## config.mk

```make
export PLATFORM = sky130hd
export DESIGN_NAME = stdin_word_buffer
export DESIGN_NICKNAME = d
export VERILOG_FILES = /design/src/rtl/stdin_word_buffer.sv
export SDC_FILE = /design/constraint.sdc
export NUM_CORES = 1
export LEC_CHECK = 0
export CAP_MARGIN = 20
export CELL_PAD_IN_SITES_DETAIL_PLACEMENT = 1
export CELL_PAD_IN_SITES_GLOBAL_PLACEMENT = 2
export CORE_MARGIN = 3
export CORE_UTILIZATION = 48
export CTS_CLUSTER_DIAMETER = 200
export DETAILED_ROUTE_END_ITERATION = 10
export PLACE_DENSITY = 0.83
export SKIP_CTS_REPAIR_TIMING = 1
export SKIP_LAST_GASP = 1
export SLEW_MARGIN = 10
export SYNTH_ARGS = -nofsm -noshare
export SYNTH_HDL_FRONTEND = slang
export SYNTH_SLANG_ARGS = --single-unit
export TNS_END_PERCENT = 5
```

## constraint.sdc

```tcl
create_clock -name clk_i -period 3.6 [get_ports clk_i]
set_input_delay 0.72 -clock clk_i [delete_from_list [all_inputs] [get_ports clk_i]]
set_output_delay 0.72 -clock clk_i [all_outputs]
set_load 0.1 [all_outputs]
```

## src/rtl/stdin_word_buffer.sv

```systemverilog
// Host byte stream -> 16-bit TOY words -> FWFT FIFO -> valid/ready to the core.
// Optional STDIN_HEX_ASCII_EN: assemble words from four ASCII hex digits instead of two raw bytes.
module stdin_word_buffer #(
  parameter int DEPTH = 16,
  parameter int CNT_W = $clog2(DEPTH+1)
) (
  input  logic             clk_i,
  input  logic             rst_i,
  input  logic             byte_val_i,
  input  logic [7:0]       byte_data_i,
  output logic             byte_rdy_o,
  input  logic             flush_i,
  output logic             out_val_o,
  output logic [15:0]      out_data_o,
  input  logic             out_rdy_i,
  output logic [CNT_W-1:0] level_o,
  output logic             partial_o
);
  localparam int PTR_W = $clog2(DEPTH);
  localparam logic [CNT_W-1:0] FULL = CNT_W'(DEPTH);

  logic [15:0]      mem [DEPTH];
  logic [PTR_W-1:0] wr_ptr, rd_ptr;
  logic [CNT_W-1:0] level;
  logic             clr, byte_fire, push, pop;
  logic [15:0]      push_data;

  assign clr        = rst_i | flush_i;
  // Full test on the registered level: a completing byte always has a free slot.
  assign byte_rdy_o = (level != FULL);
  assign out_val_o  = (level != '0);
  assign level_o    = level;
  assign byte_fire  = byte_val_i & byte_rdy_o & ~clr;
  assign pop        = out_val_o & out_rdy_i & ~clr;

`ifdef STDIN_HEX_ASCII_EN
  logic [1:0]  dcnt;
  logic [11:0] acc;
  logic        is_hex;
  logic [3:0]  nib;

  always_comb begin
    is_hex = 1'b1;
    nib    = 4'h0;
    if (byte_data_i >= 8'h30 && byte_data_i <= 8'h39)      nib = 4'(byte_data_i - 8'h30);
    else if (byte_data_i >= 8'h61 && byte_data_i <= 8'h66) nib = 4'(byte_data_i - 8'h57);
    else if (byte_data_i >= 8'h41 && byte_data_i <= 8'h46) nib = 4'(byte_data_i - 8'h37);
    else                                                   is_hex = 1'b0;
  end

  // Any separator resets the digit count, so a short run never leaks into the next word.
  always_ff @(posedge clk_i) begin
    if (clr) begin
      dcnt <= 2'd0;
      acc  <= 12'h000;
    end else if (byte_fire) begin
      if (!is_hex) begin
        dcnt <= 2'd0;
      end else begin
        dcnt <= dcnt + 2'd1;
        acc  <= {acc[7:0], nib};
      end
    end
  end

  assign push      = byte_fire & is_hex & (dcnt == 2'd3);
  assign push_data = {acc, nib};
  assign partial_o = (dcnt != 2'd0);
`else
  logic       have_hi;
  logic [7:0] hi_byte;

  always_ff @(posedge clk_i) begin
    if (clr) begin
      have_hi <= 1'b0;
      hi_byte <= 8'h00;
    end else if (byte_fire) begin
      have_hi <= ~have_hi;
      if (!have_hi) hi_byte <= byte_data_i;
    end
  end

  assign push      = byte_fire & have_hi;
  assign push_data = {hi_byte, byte_data_i};
  assign partial_o = have_hi;
`endif

  always_ff @(posedge clk_i) begin
    if (clr) begin
      wr_ptr <= '0;
      rd_ptr <= '0;
      level  <= '0;
    end else begin
      if (push) wr_ptr <= wr_ptr + 1'b1;
      if (pop)  rd_ptr <= rd_ptr + 1'b1;
      case ({push, pop})
        2'b10:   level <= level + 1'b1;
        2'b01:   level <= level - 1'b1;
        default: level <= level;
      endcase
    end
  end

  always_ff @(posedge clk_i) begin
    if (push) mem[wr_ptr] <= push_data;
  end

  assign out_data_o = out_val_o ? mem[rd_ptr] : 16'h0000;
endmodule

```

==> results of run 1 <==
[sequential cells by signal (all words and copies together), names as in the netlist, named ones only]
name       count
rd_ptr         4
mem          256
wr_ptr         4
hi_byte        8
level_o        5
partial_o      1
[stage by stage]
stage | setup TNS [ns] | utilization | hold WS, ns
after floorplan | 0 | - | 0.466
after global placement | 0 | 0.541 | 0.494
after detailed placement | 0 | 0.541 | 0.508
after CTS | -0.525 | 0.583 | 0.528
after global routing | 0 | 0.585 | 0.560
final | 0 | 0.585 | 0.526
[how the worst max path moves through the flow]
stage	end	slack, ns	cells past startpoint	from
floorplan	level_o[4]$_SDFFE_PP0P_	0.02	12	level_o[2]$_SDFFE_PP0P_
global placement	level_o[4]$_SDFFE_PP0P_	0.25	11	flush_i
detailed placement	level_o[4]$_SDFFE_PP0P_	0.1	11	flush_i
CTS	out_data_o[0]	-0.08	5	level_o[1]$_SDFFE_PP0P_
global route	level_o[4]$_SDFFE_PP0P_	0.004	10	level_o[1]$_SDFFE_PP0P_
finish	out_data_o[15]	0.11	5	register
[routing by layer]
layer / wire length, µm / vias to the layer above
met5: 0 / -
met4: 605 / 0
met3: 1600 / 41
met2: 12800 / 209
met1: 10700 / 3031
li1: - / 2414
[power groups by stage]
stage / clock [µW] / combinational (µW) / sequential (µW)
CTS: 3050 / 82.9 / 3560
global placement: 0 / 77.8 / 3630
floorplan: 0 / 27.5 / 3630
detailed placement: 0 / 82.5 / 3630
global route: 3180 / 88.5 / 3560
finish: 2990 / 82.6 / 3560
[worst max-delay path, cell delays in order, from the launching register on]
cell	delay (ns)
dfxtp_4	0.52
buf_12	0.25
mux4_1	0.61
mux2_2	0.29
a221o_1	0.35
buf_12	0.19
[area by class of cell]
class	count	area, µm²	area share
clock buffer	37	776	0.0581
clock inverter	14	183	0.0137
inverter	7	26.3	0.00197
multi-input combinational	231	2860	0.214
sequential	282	8220	0.615
tap	313	392	0.0293
timing repair buffer	69	903	0.0676
[kinds of logic after synthesis]
family,Yosys count,share of synthesized area
AOI/OAI and AO/OA,38,0.0312
muxes,93,0.162
xor gates and xnor gates,7,0.00546
buffers and inverters,36,0.0196
DFF,282,0.731
and+or+nand+nor,84,0.0410
adders and majority gates,9,0.0100
[placed cells by master, fill, tap and decap left out, drive strengths merged, types with 2 or more instances in the layout]
cell,n
inv,7
nor3,4
or3,3
dfxtp,26
bufinv,4
a211oi,2
nand2b,2
or4,3
a21oi,4
mux4,64
nand2,9
clkdlybuf4s50,14
o211ai,3
o21ai,6
nor3b,2
nand3,4
ha,9
nor2b,12
and2b,4
clkinv,9
xor2,4
a221o,16
mux2,16
xnor2,3
clkbuf,37
nor2,33
buf,55
mux2i,13
edfxtp,256
==> run metrics, run 1 <==
run status=completed; Final HPWL DP=15.1 mm; top-count cell post-synth=edfxtp_1; row cnt=55; first-pass GRT wire length=39.0 mm; antenna diode count=0; chip height=around 160 µm; worst IR drop on VDD=roughly 0.34 mV; register area share after synthesis=0.731; crit path kind=register to primary output; Slew @ Worst Pin=0.973 ns; Worst setup EP type=primary output; startpoint types=register; Initial Util=0.492; post-route cell area=0.0134 mm²; largest net degree at the start of global routing=26; Worst-Skew Late Latency=0.55 ns; Synth Flop Type=edfxtp_1; Hold EP=rd_ptr[3]$_SDFFE_PP0P_; vias in the first global route=approximately 6,000; post-synth top area share=0.684; post-route insts no fill=953; fin nets=641; num ports=37; grt total ovfl=0; DRT Pass-1 Iters=4; Mean Syn Cell Area=20.5 µm²; Routed Antenna Nets=0; GR Layer Usage met2=0.341; total global-route track usage=0.205; PortBufs=36; met1 Resource Use GR=0.288; Hold Violations, Final=0; CTS tree=yes; Tot Pwr=6630 µW; Post-synth EDFFs=~260; vias per cell=5.98; Yosys cell types=53; Final Cycle Share=0.970; CTS Buf Count=28; Slew headroom=0.349; cells after synthesis=roughly 550; part of the power in registers=0.536; Combinational Power Share=0.012; P_sw=1250 µW; Post-DP Area=0.0124 mm²; max-cap violation count=0; Internal=5380 µW; beginning of the worst hold path=rd_ptr[3]$_SDFFE_PP0P_; post-synth top area cell=edfxtp_1; DRC Markers=0; clk sinks=282; worst slack at placement=0.0960 ns; drt total wl=25.8 mm; R2R Path Start=level_o[1]$_SDFFE_PP0P_; Synth Cell Area=0.0112 mm²; initial antenna violation count=0; Final GP Congestion=0.760; maximum clock frequency=0.286 GHz; YS warnings=0; crit path DAT=2.77 ns; DIE AREA=0.0253 mm²; Clock Power Share=0.451; reg2reg setup slack=between 0.2 and 0.25 ns; clock skew=0.0180 ns; pwr dens=496 mW/mm²; Die X=roughly 160 µm; maximum clock path buffer count=3; # setup viols final=0; final worst slack=0.106 ns; syn_nets=571; DR vias=5,695; ratio of cells with drive above 1 in the final layout=0.289; HP Class=register to register; M3 GR Usage=0.0320; FF+latch count, synth=282; CP required=between 2 and 3 ns; synth-to-layout area growth=18.9%; H-tree levels=1; Inst Count DP=900; Max Slew Vio Count=0; Switching Share=0.189; RR Endpoint=level_o[4]$_SDFFE_PP0P_; unrepaired setup endpoints after global routing=false; Register-to-Register Path Depth=10; Fill cells=roughly 2,000; First DRT Iteration DRCs=453; worst-path maximum fanout=23; Period minus WS final=3.49 ns; GRT Max-Usage Layer=met2; top post-synthesis cells by count=256 x edfxtp_1, 46 x mux4_2, 32 x nor2_1; leakage power=0.00410 µW; clock transition at the registers of the reported paths=0.06 ns; WL/cell=between 20 and 30 µm; clock root buffer=clkbuf_16; core box area=roughly 0.023 mm²; ys async rst share=0; hold path depth=2; top post-synthesis cells by area=edfxtp_1 68%, mux4_2 9.2%, dfxtp_1 4.6%
No activity file was read; power rests on OpenSTA's default activity.
==> run 2: changes to the inputs <==
- CAP_MARGIN: 20 -> not set
==> results of run 2 <==
No change in the layout: final DEF, timing and power equal those of run 1.
